## src/rtl/clk_div_multi.sv

```systemverilog
// Multi-channel programmable clock divider and tick generator.
// Each channel's divisor and high time are double-buffered and reloaded only when its period wraps.
module clk_div_multi #(
    parameter int CHANNELS = 4,
    parameter int CNT_W    = 16,
    parameter int RST_DIV  = 1,
    parameter int RST_HIGH = 1
) (
    input  logic                      clk_in,
    input  logic                      rst,
    input  logic [CHANNELS-1:0]       en,
    input  logic                      sync,
    input  logic [CHANNELS*CNT_W-1:0] div_in,
    input  logic [CHANNELS*CNT_W-1:0] high_in,
    output logic [CHANNELS-1:0]       clk_out,
    output logic [CHANNELS-1:0]       tick,
    output logic [CHANNELS-1:0]       running
);

    localparam logic [CNT_W-1:0] ONE       = CNT_W'(1);
    localparam logic [CNT_W-1:0] DIV_RST   = CNT_W'(RST_DIV);
    localparam logic [CNT_W-1:0] HIGH_RST  = CNT_W'(RST_HIGH);

    for (genvar g = 0; g < CHANNELS; g++) begin : g_ch
        logic [CNT_W-1:0] cnt;
        logic [CNT_W-1:0] div_act;
        logic [CNT_W-1:0] high_act;
        logic [CNT_W-1:0] div_nxt;
        logic [CNT_W-1:0] high_nxt;
        logic [CNT_W-1:0] cnt_inc;
        logic             wrap;
        logic             clk_r;
        logic             tick_r;
        logic             run_r;

        always_comb begin
            div_nxt  = div_in[g*CNT_W +: CNT_W];
            high_nxt = high_in[g*CNT_W +: CNT_W];
            cnt_inc  = cnt + ONE;
            // A not-yet-running channel wraps immediately, so enabling always begins a full period.
            wrap     = sync | ~run_r | (cnt == div_act);
        end

        always_ff @(posedge clk_in) begin
            if (rst) begin
                cnt      <= '0;
                div_act  <= DIV_RST;
                high_act <= HIGH_RST;
                clk_r    <= 1'b0;
                tick_r   <= 1'b0;
                run_r    <= 1'b0;
            end else if (!en[g]) begin
                cnt    <= '0;
                clk_r  <= 1'b0;
                tick_r <= 1'b0;
                run_r  <= 1'b0;
            end else if (wrap) begin
                cnt      <= '0;
                div_act  <= div_nxt;
                high_act <= high_nxt;
                clk_r    <= (high_nxt != '0);
                tick_r   <= 1'b1;
                run_r    <= 1'b1;
            end else begin
                cnt    <= cnt_inc;
                clk_r  <= (cnt_inc < high_act);
                tick_r <= 1'b0;
            end
        end

        assign clk_out[g] = clk_r;
        assign tick[g]    = tick_r;
        assign running[g] = run_r;
    end

endmodule

```

## config.mk

```make
export PLATFORM = sky130hd
export DESIGN_NAME = clk_div_multi
export DESIGN_NICKNAME = d
export VERILOG_FILES = /design/src/rtl/clk_div_multi.sv
export SDC_FILE = /design/constraint.sdc
export NUM_CORES = 1
export LEC_CHECK = 0
export BUFFER_PORTS_ARGS = -buffer_cell sky130_fd_sc_hd__buf_2
export CAP_MARGIN = 20
export CORE_ASPECT_RATIO = 0.6
export CORE_MARGIN = 4
export CORE_UTILIZATION = 60
export DETAILED_ROUTE_END_ITERATION = 10
export HOLD_SLACK_MARGIN = 0.06
export PLACE_DENSITY = 0.82
export SLEW_MARGIN = 20
export SYNTH_ARGS = -nofsm -noshare
export SYNTH_HDL_FRONTEND = slang
export SYNTH_SLANG_ARGS = --single-unit
export TNS_END_PERCENT = 1
```

## constraint.sdc

```tcl
create_clock -name clk_in -period 3.6 [get_ports clk_in]
set_clock_uncertainty 0.1 [all_clocks]
set_input_delay 0.72 -clock clk_in [delete_from_list [all_inputs] [get_ports clk_in]]
set_output_delay 0.72 -clock clk_in [all_outputs]
set_load 0.05 [all_outputs]
```

==> impl_results.md <==
- Synth Area per Inst: 8.13 um^2
- Crit path capture type: flop
- Netlist cell types: 40
- Relative slew slack: 0.429
- Syn_nets: 1746
- # port buffers: 146
- Max cap viols: 0
- Number of synthesized flops with an enable pin: 0
- # IOs: 147
- Cts repair resizes: 0
- CP Cell Sequence: nand3_2 -> or4_4 -> nor3_2 -> xor2_1 -> ha_1 -> nand4_1 -> nor3_1 -> a2111oi_0 -> o21ai_0 -> o41ai_1
- Clock Latency Late Sink: 0.49 ns
- Leading cell type in the layout, fill and taps excluded: dfxtp_1
- CTS buffer count: 21
- Total track usage: 0.271
- CP Data Arrival Time: 3.39 ns
- WS Path Type: flop to flop
- Lkg Pwr: 0.00490 uW
- CTS root buf: clkbuf_16
- Diode count: 0
- Routed WL: 33000 um
- Grt total ovfl: 0
- Worst EP required: 3.89 ns
- Iter 0 DRT Violations: 1160
- Drt wl/cell: 17.7 um
- R2R setup slack: 0.50 ns
- GPL Wtd Cong: 0.927
- XOR/XNOR Fraction of Synth Area: 0.0836
- Postcts setup bufs: 0
- Vias in the first global route: 10863
- Fin crit period: 3.10 ns
- Setup ws final: 0.502 ns
- P&R area growth vs syn: 10.6%
- Initial antenna violation count: 0
- Synth warn: 0
- Initial core utilization: 0.620
- Fmax: 323 MHz
- Layout cell share with drive strength beyond 1: 0.134
- VDD IR max: 0.000334 V
- Post-route ant nets: 0
- Clock Path Buffers: 3
- Hold buffer count at CTS: 0
- Hold EP: g_ch[3].high_act[0]
- Post-synth ARST share: 0
- Worst slack at placement: 0.582 ns
- Mux contribution to synthesized area: 0
- Synthesized instance count: 1547
- Fin. max-slew vios: 0
- Max stage delay cell, worst path: or4_4
- Worst r2r dst: g_ch[3].clk_r
- CTS tree: done
- H-tree level count: 1
- Setup TNS: 0 ns
- Adder-cell share of the synthesized area: 0.0637
- Vias: 12201
- Die H: 120 um
- Die ar.: 0.0234 mm^2
- Hold Path Class: flop to flop
- Chip width: 195 um
- RSZ-0062 raised after global routing: no
- Hpwl dp: 23300 um
- Via density: 6.53
- Row count: 40
- Main synth FF type: dfxtp_1
- CORE AREA: 0.0203 mm^2
- Hold path depth: 2
- Sequential element share of the synthesized area: 0.325
- Min-delay src: g_ch[3].high_act[0]
- First-pass GRT wire length: 54100 um
- Crit path largest cell delay: 0.59 ns
- CP max FO: 5
- Hold Fails Final Rpt: 0
- FF-to-FF Start: g_ch[3].cnt[0]
- R2R depth: 10
- Cell area after layout: 0.0139 mm^2
- # DRC: 0
- Largest family of logic cells by synthesized area: simple AND/OR/NAND/NOR gates
- Clk sink count: 204
- Compound-cell area share of the yosys netlist: 0.210
- Post-place instance area: 0.0132 mm^2
- First-pass DRT Iterations: 6
- Simple-Gate Fraction of Synth Area: 0.241
- Worst slew pin tran: 0.857 ns
- Clk slew on worst S/H paths: 0.07 ns
- Run status: completed
- PD cells: 391 mW/mm^2
- Final setup fails: 0
- Post-synthesis cell area: 0.0126 mm^2
- Final #Nets: 1780
- Most frequent cells in the layout: 204 x dfxtp_1, 158 x nand2_1, 153 x nand4_1
- Setup crit start kind: flop
- Fin crit share: 0.861
- Seq cells post-synth: 204
- Largest net degree at the start of global routing: 115
-- critical path: cells and delay by family (launching register included) --
kind                       cells  cell delay [ns]
adders and majority gates      1             0.29
AOI/OAI and AO/OA              3             0.73
xor gates and xnor gates       1             0.26
DFF                            1             0.44
and+or+nand+nor                5             1.17
-- layout make-up --
class	count	area [um^2]
fill	1675	6370
timing repair buffer	168	921
clock buffer	31	613
clock inverter	6	83.8
multi-input combinational	1109	7560
sequential	204	4080
tap	273	342
inverter	77	297
-- sequential cells by signal, summed over array words and instances (netlist names) --
register	flops
g_ch.cnt	64
g_ch.clk_r	4
g_ch.high_act	64
g_ch.div_act	64
g_ch.run_r	4
g_ch.tick_r	4
-- worst max path at each step --
stage | start | to | slack [ns]
after global routing | g_ch[3].cnt[0] | g_ch[3].clk_r | 0.22
after global placement | g_ch[3].cnt[2] | g_ch[3].clk_r | 0.67
final | g_ch[3].cnt[0] | g_ch[3].clk_r | 0.50
after floorplan | g_ch[3].cnt[2] | g_ch[3].clk_r | 0.85
after CTS | g_ch[3].cnt[0] | g_ch[3].clk_r | 0.50
after detailed placement | g_ch[3].cnt[0] | g_ch[3].clk_r | 0.58
-- cell families after synthesis --
logic type                 after synthesis
xor gates and xnor gates               120
adders and majority gates               64
AOI/OAI and AO/OA                      320
DFF                                    204
and+or+nand+nor                        605
buffers and inverters                  234
-- synth_stat cells, types with 6 or more instances --
master,instances,share of area
xnor2_1,100,0.070
a211oi_1,10,0.0060
inv_1,77,0.023
clkbuf_1,118,0.035
nor2b_1,51,0.025
o211ai_1,18,0.011
o21ai_0,14,0.0056
dfxtp_1,204,0.32
nor2_1,149,0.044
nor3_1,7,0.0028
ha_1,64,0.064
a41oi_1,122,0.085
o21a_1,8,0.0048
a21oi_1,18,0.0072
nand4_1,153,0.076
xor2_1,20,0.014
nand3_1,29,0.012
o311ai_0,120,0.084
or3_1,6,0.0030
nand2_1,158,0.047
buf_4,18,0.011
nor4_1,20,0.010
and3_1,10,0.0050
buf_2,17,0.0068
-- metal layers --
metal,GRT usage,share of wire
met2,0.395,0.42
met5,0,0
met4,0.0597,0.021
met1,0.417,0.48
met3,0.0446,0.079
-- stage by stage --
stage          cells  power, uW  hold WS, ns  utilization
5_1_grt         1868       5670        0.395        0.686
3_3_place_gp    1831       3200        0.362        0.652
3_5_place_dp    1831       3220        0.372        0.652
6_report        1868       5430        0.395        0.686
2_1_floorplan   1547       2980        0.348            -
4_1_cts         1868       5450        0.383        0.686
-- where the power goes --
group | total (uW) | internal (uW) | switching [uW]
Sequential | 2450 | 2370 | 73.9
Combinational | 744 | 267 | 477
Clock | 2240 | 1320 | 917
(Power assumes the default switching activity.)
